===== config.mk =====
export PLATFORM = sky130hd
export DESIGN_NAME = latch_write_sequencer
export DESIGN_NICKNAME = d
export VERILOG_FILES = /design/src/rtl/latch_seq_pkg.sv /design/src/rtl/latch_phase_timer.sv /design/src/rtl/latch_write_sequencer.sv
export SDC_FILE = /design/constraint.sdc
export NUM_CORES = 1
export LEC_CHECK = 0
export CELL_PAD_IN_SITES_DETAIL_PLACEMENT = 0
export CELL_PAD_IN_SITES_GLOBAL_PLACEMENT = 1
export CORE_UTILIZATION = 42
export CTS_CLUSTER_DIAMETER = 80
export CTS_CLUSTER_SIZE = 8
export DETAILED_ROUTE_END_ITERATION = 8
export GPL_TIMING_DRIVEN = 0
export PLACE_DENSITY = 0.82
export SYNTH_ARGS = -nofsm -noshare
export SYNTH_HDL_FRONTEND = slang
export SYNTH_SLANG_ARGS = --single-unit
export TNS_END_PERCENT = 10

===== constraint.sdc =====
create_clock -name CLK -period 2.8 [get_ports CLK]
set_clock_uncertainty 0.2 [all_clocks]
set_input_delay 0.56 -clock CLK [delete_from_list [all_inputs] [get_ports CLK]]
set_output_delay 0.56 -clock CLK [all_outputs]
set_load 0.1 [all_outputs]

===== src/rtl/latch_seq_pkg.sv =====
`default_nettype none
// ============================================================================
// Module  : latch_seq_pkg
// Brief   : State encoding, phase-counter sizing and parameter checks for
//           latch_write_sequencer.
// Revision: 1.0
// ============================================================================
package latch_seq_pkg;

  typedef enum logic [2:0] {
    IDLE  = 3'd0,
    SETUP = 3'd1,
    PULSE = 3'd2,
    HOLD  = 3'd3,
    CLEAR = 3'd4
  } lws_state_t;

  localparam int LWS_MIN_CYC = 1;

  // One extra bit over the largest phase length keeps CYC-1 in range for any mix.
  function automatic int phase_cnt_width(input int setup_cyc, input int pulse_cyc,
                                         input int hold_cyc);
    int m;
    m = setup_cyc;
    if (pulse_cyc > m) m = pulse_cyc;
    if (hold_cyc > m) m = hold_cyc;
    return $clog2(m) + 1;
  endfunction

  function automatic bit params_ok(input int setup_cyc, input int pulse_cyc,
                                   input int hold_cyc, input int addr_w, input int depth);
    return (setup_cyc >= LWS_MIN_CYC) && (pulse_cyc >= LWS_MIN_CYC) &&
           (hold_cyc >= LWS_MIN_CYC) && ((1 << addr_w) >= depth);
  endfunction

endpackage
`default_nettype wire


===== src/rtl/latch_phase_timer.sv =====
`default_nettype none
// ============================================================================
// Module  : latch_phase_timer
// Brief   : Loadable down-counter with zero flag; holds at zero.
// Revision: 1.0
// ============================================================================
module latch_phase_timer #(
  parameter int CNT_W = 2
) (
  input  logic             CLK,
  input  logic             RST,
  input  logic             i_load,
  input  logic [CNT_W-1:0] i_load_val,
  output logic             o_zero
);

  logic [CNT_W-1:0] r_count;

  always_ff @(posedge CLK or negedge RST) begin
    if (!RST) begin
      r_count <= '0;
    end else if (i_load) begin
      r_count <= i_load_val;
    end else if (r_count != '0) begin
      r_count <= r_count - 1'b1;
    end
  end

  assign o_zero = (r_count == '0);

endmodule
`default_nettype wire


===== src/rtl/latch_write_sequencer.sv =====
`default_nettype none
// ============================================================================
// Module  : latch_write_sequencer
// Brief   : Setup/enable-pulse/hold write sequencer for a D-latch bank.
//           Optional bank clear sequence under macro LWS_CLEAR_EN.
// Revision: 1.0
// ============================================================================
module latch_write_sequencer
  import latch_seq_pkg::*;
#(
  parameter int WIDTH     = 8,
  parameter int DEPTH     = 4,
  parameter int ADDR_W    = 2,
  parameter int SETUP_CYC = 1,
  parameter int PULSE_CYC = 2,
  parameter int HOLD_CYC  = 1
) (
  input  logic              CLK,
  input  logic              RST,
  input  logic              IN_VALID,
  output logic              IN_READY,
  input  logic [ADDR_W-1:0] IN_ADDR,
  input  logic [WIDTH-1:0]  IN_DATA,
`ifdef LWS_CLEAR_EN
  input  logic              CLR_REQ,
`endif
  output logic [WIDTH-1:0]  LAT_D,
  output logic [DEPTH-1:0]  LAT_EN,
  output logic              LAT_RST,
  output logic              BUSY,
  output logic              DONE,
  output logic              ERR
);

  localparam int C_CNT_W = phase_cnt_width(SETUP_CYC, PULSE_CYC, HOLD_CYC);
  localparam logic [C_CNT_W-1:0] C_SETUP_LD = C_CNT_W'(SETUP_CYC - 1);
  localparam logic [C_CNT_W-1:0] C_PULSE_LD = C_CNT_W'(PULSE_CYC - 1);
  localparam logic [C_CNT_W-1:0] C_HOLD_LD  = C_CNT_W'(HOLD_CYC - 1);
  localparam logic [ADDR_W:0]    C_DEPTH    = (ADDR_W + 1)'(DEPTH);

  generate
    if (!params_ok(SETUP_CYC, PULSE_CYC, HOLD_CYC, ADDR_W, DEPTH)) begin : g_param_check
      $error("latch_write_sequencer: *_CYC must be >= 1 and 2**ADDR_W >= DEPTH");
    end
  endgenerate

  lws_state_t          r_state, w_state_nxt;
  logic                w_load, w_zero, w_finish, w_accept, w_clr, w_ready_nxt;
  logic [C_CNT_W-1:0]  w_load_val;
  logic [ADDR_W-1:0]   r_addr;
  logic [WIDTH-1:0]    r_data;
  logic                r_bad_addr, r_pend;
  logic [DEPTH-1:0]    w_onehot;

`ifdef LWS_CLEAR_EN
  assign w_clr = (r_state == IDLE) && IN_READY && CLR_REQ;
`else
  assign w_clr = 1'b0;
`endif
  assign w_accept    = (r_state == IDLE) && IN_READY && IN_VALID && !w_clr;
  assign w_ready_nxt = (r_state == IDLE) && !w_accept && !w_clr;
  assign w_onehot    = DEPTH'(1) << r_addr;

  latch_phase_timer #(.CNT_W(C_CNT_W)) u_timer (
    .CLK       (CLK),
    .RST       (RST),
    .i_load    (w_load),
    .i_load_val(w_load_val),
    .o_zero    (w_zero)
  );

  always_comb begin
    w_state_nxt = r_state;
    w_load      = 1'b0;
    w_load_val  = '0;
    w_finish    = 1'b0;
    case (r_state)
      IDLE: begin
        if (w_clr) begin
          w_state_nxt = CLEAR;
          w_load      = 1'b1;
          w_load_val  = C_PULSE_LD;
        end else if (w_accept) begin
          w_state_nxt = SETUP;
          w_load      = 1'b1;
          w_load_val  = C_SETUP_LD;
        end
      end
      SETUP: if (w_zero) begin
        w_state_nxt = PULSE;
        w_load      = 1'b1;
        w_load_val  = C_PULSE_LD;
      end
      PULSE: if (w_zero) begin
        w_state_nxt = HOLD;
        w_load      = 1'b1;
        w_load_val  = C_HOLD_LD;
      end
      HOLD: if (w_zero) begin
        w_state_nxt = IDLE;
        w_finish    = 1'b1;
      end
`ifdef LWS_CLEAR_EN
      CLEAR: if (w_zero) begin
        w_state_nxt = IDLE;
        w_finish    = 1'b1;
      end
`endif
      default: w_state_nxt = IDLE;
    endcase
  end

  always_ff @(posedge CLK or negedge RST) begin
    if (!RST) r_state <= IDLE;
    else      r_state <= w_state_nxt;
  end

  // Outputs are a registered image of the current state, one edge behind it.
  always_ff @(posedge CLK or negedge RST) begin
    if (!RST) begin
      r_addr     <= '0;
      r_data     <= '0;
      r_bad_addr <= 1'b0;
      r_pend     <= 1'b0;
      IN_READY   <= 1'b0;
      BUSY       <= 1'b0;
      DONE       <= 1'b0;
      ERR        <= 1'b0;
      LAT_RST    <= 1'b0;
      LAT_D      <= '0;
      LAT_EN     <= '0;
    end else begin
      if (w_accept) begin
        r_addr     <= IN_ADDR;
        r_data     <= IN_DATA;
        r_bad_addr <= ({1'b0, IN_ADDR} >= C_DEPTH);
      end
      r_pend   <= w_finish;
      IN_READY <= w_ready_nxt;
      BUSY     <= !w_ready_nxt;
      DONE     <= r_pend;
      ERR      <= r_pend && r_bad_addr;
      LAT_RST  <= (r_state != CLEAR);
      if (r_state == SETUP) LAT_D <= r_data;
      LAT_EN   <= ((r_state == PULSE) && !r_bad_addr) ? w_onehot : '0;
    end
  end

endmodule
`default_nettype wire


==> metrics <==
routed length per instance=14.6 um; Hold Fails Final Rpt=0; worst r2r path cells=5; Initial Util=0.457; Core ar.=2850 sq um; root buffer cell=clkbuf_4; sequential area share after synthesis=0.595; Async SR Flop Fraction=1.00; Synth Flop Type=dfrtp_1; largest net degree at the start of global routing=32; # IOs=30; Critical path buffers and inverters=1; Area Overhead vs Synth=27.9%; Synth top area share=0.595; diode count=0; Clock Sinks=31; first-pass GRT wire length=3780 um; Clock Tree Buf Depth=2; synthesized area=around 1300 sq um; Post-Syn Area per Cell=14.8 sq um; CP cell instances=clkdlybuf4s50_1; CTS tree=yes; DP HPWL=between 1500 and 2000 um; Final TNS setup=0 ns; Iteration-0 DRC Markers=14; Die X-Extent=57.7 um; status=finished with violations; post-synth top area cell=dfrtp_1; DRC=3; WS Path Type=reg2out; most frequent cell after synthesis=dfrtp_1; Critical Path RT=2.04 ns; arrival time worst endpoint=1.90 ns; antenna viol nets, final=0; DR pass1 iterations=6; synth warn=0; RR Startpoint=r_state[0]; nets=142; hold_ws=0.0699 ns; drt via density=5.02; Post-CTS Hold Buffers=0; RR Endpoint=r_state[1]; Net Count, Synth=107; crit-path max FO=3; Total GRT Usage=0.158; Slew Limit Fails=0; Worst-Margin Slew=0.971 ns; Post-Layout Cell Count=155; CP startpoint kind=flip-flop; failing checks=DRC; reg2reg setup slack=approximately 0.95 ns; share of post-route cells with drive strength above 1=0.258; Hold Crit Class=in2async; part of the cycle the worst path needs=0.950; Slew Limit Headroom=0.351; clock edge transition at the registers on the reported setup and hold paths=0.09 ns; DIE HEIGHT=57.7 um; Synth area leaders=dfrtp_1 (60%), mux2_2 (10%), mux2_4 (8.1%); Fmax achieved=376 MHz; Max-Cap Viols=0; number of synthesized flops with an enable pin=0; row cnt=19; post-layout util=0.585; gp weighted congestion=approximately 0.68; CP max-delay cell=clkdlybuf4s50_1; # Post-CTS Setup Buffers=0; Synth top cells by count=dfrtp_1 (31), mux2_2 (12), mux2_4 (7); Crit. End Element=primary output; Final setup viols=0; grt total ovfl=0; drt total wl=2260 um; synthesized flop and latch total=31; Final Critical Period=2.66 ns; Port Buffers=28; delay-heaviest family, CP=buffers and inverters; vias=778; TritonCTS Buffers=5; Max stage delay on crit path=1.16 ns; Clk Latency, worst-skew pair=0.32 ns; RSZ-0062 raised after global routing=false; initial antenna violation count=0; Synth cell types=25; placed cells=between 100 and 150; Die Area=3330 sq um; number of global-route vias before repair=799; H-tree levels=2; Mapped Cells=a little under 90; cts repair resizes=0
[layout by cell type, fill, tap and decap left out, types with 3 or more instances in the layout]
cell type,netlist,layout
inv_1,6,6
clkbuf_4,0,5
nor2_1,3,3
mux2_4,7,7
dfrtp_1,31,31
clkdlybuf4s50_1,0,27
mux2_2,12,12
ha_1,6,6
[flip-flops by register name, indices dropped and copies added, names as in the netlist]
register / cells
DONE: 1
LAT_RST: 1
r_addr: 2
LAT_EN: 4
LAT_D: 8
BUSY: 1
r_state: 2
u_timer.r_count: 2
IN_READY: 1
r_pend: 1
r_data: 8
[per-stage QoR]
step / instance area, sq um / setup WS [ns]
2_1_floorplan: 1300 / 0.804
3_3_place_gp: 1620 / 0.428
3_5_place_dp: 1620 / 0.423
4_1_cts: 1670 / 0.121
5_1_grt: 1670 / 0.0834
6_report: 1670 / 0.140
[worst max path at each step]
stage                  start         end  slack [ns]  depth (start not counted)
CTS                 IN_READY    IN_READY        0.12                          1
global placement         RST     LAT_RST        0.43                          1
finish              IN_READY    IN_READY        0.14                          1
floorplan           IN_READY  r_state[1]        0.80                          3
detailed placement       RST   r_data[3]        0.42                          1
global route        IN_READY    IN_READY        0.08                          1
[final cells by class]
type	count	area, sq um
plain buffers	3	26.3
clock buffers	7	45.0
clock inverters	1	5.00
fillers	248	1180
inverters	6	22.5
multi-input cells	48	479
flip-flops and latches	31	776
well taps	31	38.8
repair buffers	28	275
[per-layer routing]
layer	global-route usage	share of wire	wire, um
met5	0	0	0
met4	0.0816	0.015	35
met3	0.0625	0.063	142
met2	0.239	0.48	1090
met1	0.197	0.44	993
[cells by family (layout without fill, tap and decap cells)]
logic type	after synthesis	in the layout	share of synthesized area
other	2	2	0.00576
muxes	19	19	0.184
buffers and inverters	9	45	0.0374
AOI/OAI and AO/OA	7	7	0.0451
DFF	31	31	0.595
adders and majority gates	6	6	0.0576
and+or+nand+nor	14	14	0.0749
Power is not shown: default switching activity piles up to over one toggle a cycle in this logic, so the estimate is an artifact.
